**config.mk**
```make
export PLATFORM = sky130hd
export DESIGN_NAME = smj_hand_loader
export DESIGN_NICKNAME = d
export VERILOG_FILES = /design/src/rtl/smj_hand_loader.sv
export SDC_FILE = /design/constraint.sdc
export NUM_CORES = 1
export LEC_CHECK = 0
export BUFFER_PORTS_ARGS = -buffer_cell sky130_fd_sc_hd__buf_4
export CAP_MARGIN = 40
export CORE_UTILIZATION = 45
export DETAILED_ROUTE_END_ITERATION = 10
export GPL_TIMING_DRIVEN = 1
export PLACE_DENSITY = 0.71
export RECOVER_POWER = 100
export SETUP_SLACK_MARGIN = 0.5
export SYNTH_ARGS = -nofsm -noshare
export SYNTH_HDL_FRONTEND = slang
export SYNTH_SLANG_ARGS = --single-unit
export TNS_END_PERCENT = 10
```
**constraint.sdc**
```tcl
create_clock -name clk -period 3.9 [get_ports clk]
set_input_delay 1.17 -clock clk [delete_from_list [all_inputs] [get_ports clk]]
set_output_delay 1.17 -clock clk [all_outputs]
set_load 0.01 [all_outputs]
```
**src/rtl/smj_hand_loader.sv**
```systemverilog
// Serial-to-parallel loader: collects five 6-bit tiles into a registered hand for the SMJ evaluator.
// Optional tile-code checking is enabled by defining SMJ_TILE_CHECK_EN.
module smj_hand_loader (
  input  logic       clk,
  input  logic       rst_n,
  input  logic       in_valid,
  input  logic [5:0] in_tile,
  output logic       in_ready,
  output logic       out_valid,
  input  logic       out_ready,
  output logic [5:0] hand_n0,
  output logic [5:0] hand_n1,
  output logic [5:0] hand_n2,
  output logic [5:0] hand_n3,
  output logic [5:0] hand_n4,
  output logic       out_err
);

  typedef enum logic [1:0] {
    S_INIT = 2'd0,
    S_FILL = 2'd1,
    S_FULL = 2'd2
  } state_t;

  state_t     state_q, state_d;
  logic [2:0] cnt_q, cnt_d;
  logic [5:0] hand_q [0:4];
  logic       accept_s;

  // Next-state logic: INIT always falls through to FILL, fifth accepted tile closes the hand.
  always_comb begin
    state_d  = state_q;
    cnt_d    = cnt_q;
    accept_s = 1'b0;
    case (state_q)
      S_INIT: begin
        state_d = S_FILL;
      end
      S_FILL: begin
        if (in_valid) begin
          accept_s = 1'b1;
          if (cnt_q == 3'd4) begin
            cnt_d   = 3'd0;
            state_d = S_FULL;
          end else begin
            cnt_d = cnt_q + 3'd1;
          end
        end else begin
          accept_s = 1'b0;
        end
      end
      S_FULL: begin
        if (out_ready) begin
          state_d = S_FILL;
        end else begin
          state_d = S_FULL;
        end
      end
      default: begin
        state_d = S_INIT;
        cnt_d   = 3'd0;
      end
    endcase
  end

  // State, fill counter and hand slots.
  always_ff @(posedge clk or negedge rst_n) begin
    if (!rst_n) begin
      state_q <= S_INIT;
      cnt_q   <= 3'd0;
      for (int i = 0; i < 5; i++) begin
        hand_q[i] <= 6'd0;
      end
    end else begin
      state_q <= state_d;
      cnt_q   <= cnt_d;
      if (accept_s) begin
        hand_q[cnt_q] <= in_tile;
      end
    end
  end

  assign in_ready  = (state_q == S_FILL);
  assign out_valid = (state_q == S_FULL);
  assign hand_n0   = hand_q[0];
  assign hand_n1   = hand_q[1];
  assign hand_n2   = hand_q[2];
  assign hand_n3   = hand_q[3];
  assign hand_n4   = hand_q[4];

`ifdef SMJ_TILE_CHECK_EN
  logic err_q, err_d;

  // Honors carry values 0..6, suited tiles 0..8.
  function automatic logic tile_illegal(input logic [5:0] tile);
    if (tile[5:4] == 2'b00) begin
      return (tile[3:0] > 4'd6);
    end else begin
      return (tile[3:0] > 4'd8);
    end
  endfunction

  // Sticky per-hand error flag, cleared when the hand is consumed.
  always_comb begin
    err_d = err_q;
    if ((state_q == S_FULL) && out_ready) begin
      err_d = 1'b0;
    end else if (accept_s && tile_illegal(in_tile)) begin
      err_d = 1'b1;
    end else begin
      err_d = err_q;
    end
  end

  // Error flag register.
  always_ff @(posedge clk or negedge rst_n) begin
    if (!rst_n) begin
      err_q <= 1'b0;
    end else begin
      err_q <= err_d;
    end
  end

  assign out_err = (state_q == S_FULL) && err_q;
`else
  assign out_err = 1'b0;
`endif

endmodule
```
==> flow_summary.toml <==
[worst_setup_path]
path_cells = "clkbuf_1"
worstPathRequired_ns = 4.01
critical_path_class = "primary input to async pin"
r2r_slack_ns = 2.11
crit_fanout = 35
critical_path.max_stage_delay_ns = 1.26
worstReg2RegStart = "state_q[1]$_DFFE_PN0P_"
startpoint = "rst_n"
cp_num_buf_inv = 1
arrival_ns = 2.44
critPathSlowestCell = "clkbuf_1"
crit_family = "buffers and inverters"
timing.rr.end = "hand_n3[5]$_DFFE_PN0P_"
worstSetupStartpointType = "primary input"
cp-endpoint = "hand_n3[3]$_DFFE_PN0P_"
ff2ff_path_depth = 3
end_kind = "async pin"
cp.depth = 1

[clock_tree]
clk_path_buf_depth = 2
path_clk_slew_ns = 0.09
numCtsBuffers = 5
cts-root-buf = "clkbuf_4"
clock_latency_ns = 0.33
cts_tree = "done"
cts_resized = 0
cts_max_level = 2
cts_sinks = 35
ctsHoldBuffers = 0
post_cts_buffers = 0

[grt]
grt_max_degree = 36
antenna_found_initial = 0
grt_use_total_pct = 18.39
overflow = 0
grt_pass1_vias = 919
grt_pass1_wl_microns = 4429

[final_layout]
area_growth_pct = 16.12
post-route-util_pct = 54.92
fillCellCount = 311
stdcell_count = 182
antennaDiodeCount = 0
drive_gt1_share_pct = 30.43
layout.nets = 151
layout_common_cells = "35 x clkbuf_1, 35 x dfrtp_1, 24 x mux2_2"
final_cell_area_sq_um = 1677

[timing]
fin_ws_ns = 1.562
rsz0062_at_grt = "false"
final_hold_viol_count = 0
worstMarginPinSlew_ns = 1.784
relSlewSlack_pct = -18.91
fin_skew_ns = 0.006748
post-route-period-util_pct = 59.94
finalCriticalPeriod_ns = 2.338
setup_tns_ns = 0
fmax_ghz = 0.4278
setup_viol = 0
drv_slew = 36

[logic_synthesis]
synthesis.nets = 105
syn_area_sq_um = 1444
synth_adder_area_share_pct = 1.733
synth.yosys.seq_area_share_pct = 60.66
ys_seq_elements = 35
synth_xor_area_share_pct = 0
synth_mux_area_share_pct = 24.96
yosys_warnings = 0
ys_types = 21
synth-compound-area-share_pct = 4.939
synth_top_family_by_area = "multiplexers"
synthSimpleGateAreaFrac_pct = 5.373
syn_inst = 93
syn_avg_cell_area_sq_um = 15.53

[die]
core_area_sq_um = 3053
initial_utilization_pct = 47.30
core.rowCount = 20
dieArea_sq_um = 3439
pin_count = 43
die_w_microns = 58.65
die_h_microns = 58.65

[run_status]
status = "finished with violations"
violations = "max-capacitance violations, max-slew violations"

[place]
pre_cts_ws_ns = 1.480
place.detailed.hpwl_microns = 2010
portBuffers = 41
dpl.cell_count = 176
place_congestion = 0.7610
placed_area_sq_um = 1788

[routing]
drcViolationCount = 0
antenna_left = 0
route.met2.wl_microns = 1252
first_pass_iters = 4
wl_met1_microns = 1272
vias = 917
wl_per_cell_microns = 15.13
wirelength_microns = 2753
top_layer = "met4"
vias_per_cell = 5.038
drt_iter0_drc = 26
wl_met3_microns = 176

[power_and_ir_drop]
p_leak_nw = 0.7521
pwr-share-comb_pct = 39.3
pwr-share-seq_pct = 48.2
p_int_mw = 0.8608
ir_worst_vdd_mv = 0.3159
p_switching_mw = 0.4819
p_sw_share_pct = 35.89
p_clk_share_pct = 12.5
power_density_nw_per_um2 = 800.8

[hold_path]
hold_class = "flip-flop to flip-flop"
min_from = "hand_n3[3]$_DFFE_PN0P_"

[job]
drv_cap = 1
==> synthesized netlist by cell type <==
cell type	count	area share, %
o21ai_0	3	1.0
conb_1	1	0.26
o21a_1	1	0.52
ha_1	2	1.7
inv_1	3	0.78
a22o_1	2	1.2
a22o_2	1	0.69
a41o_2	1	0.78
mux2_2	24	19
and2b_2	2	1.2
dfrtp_1	35	61
and3_4	1	0.78
nand2_1	1	0.26
and3b_2	1	0.69
a21oi_1	2	0.69
buf_4	1	0.52
mux2_4	6	6.2
nand3_1	3	1.0
buf_6	1	0.78
and4bb_4	1	1.1
nor2_1	1	0.26
==> state kept, by name, indices dropped and copies added, names as in the netlist <==
signal	flops
hand_n0	6
hand_n1	6
hand_n2	6
hand_n3	6
hand_n4	6
cnt_q	3
state_q	2
==> area by class of cell <==
type                            instances  area [sq um]  share of cell area [%]
Clock buffer                            6         41.29                   2.463
Inverter                                3         11.26                  0.6716
Multi-Input combinational cell         53         513.0                   30.60
Sequential cell                        35         875.8                   52.24
Tap cell                               44         55.05                   3.284
Timing Repair Buffer                   41         180.2                   10.75
==> metal layers <==
metal,vias to the layer above,global-route usage (%)
li1,425,-
met1,452,24.09
met2,33,27.75
met3,7,5.055
met4,0,10.20
met5,-,0
==> through the flow <==
step | hold WS (ns) | total power [mW]
global route | 0.5123 | 1.431
floorplan | 0.5044 | 1.010
detailed placement | 0.4949 | 1.347
global placement | 0.4898 | 1.315
finish | 0.4971 | 1.343
CTS | 0.5167 | 1.516
==> cell families (layout without fill, tap and decap cells) <==
group           Yosys count  in the layout
simple gates             10             10
fa+ha+maj                 2              2
other cells               1              1
compound gates           10             10
flops                    35             35
buf+inv                   5             50
mux                      30             30
==> power groups by stage <==
stage	Sequential [mW]	Clock [mW]	Combinational [mW]
floorplan	0.712	0	0.298
global placement	0.651	0	0.664
detailed placement	0.661	0	0.686
CTS	0.655	0.174	0.687
global route	0.668	0.190	0.573
finish	0.647	0.168	0.527
==> worst min-delay path by stage <==
stage	to	slack [ns]	cells after the start
final	hand_n3[3]$_DFFE_PN0P_	0.50	1
after CTS	hand_n1[2]$_DFFE_PN0P_	0.52	1
after global placement	hand_n0[2]$_DFFE_PN0P_	0.49	1
after detailed placement	hand_n1[0]$_DFFE_PN0P_	0.49	1
after floorplan	state_q[1]$_DFFE_PN0P_	0.50	1
after global routing	hand_n3[3]$_DFFE_PN0P_	0.51	1
Note: power is estimated with default switching activity, not from simulation.
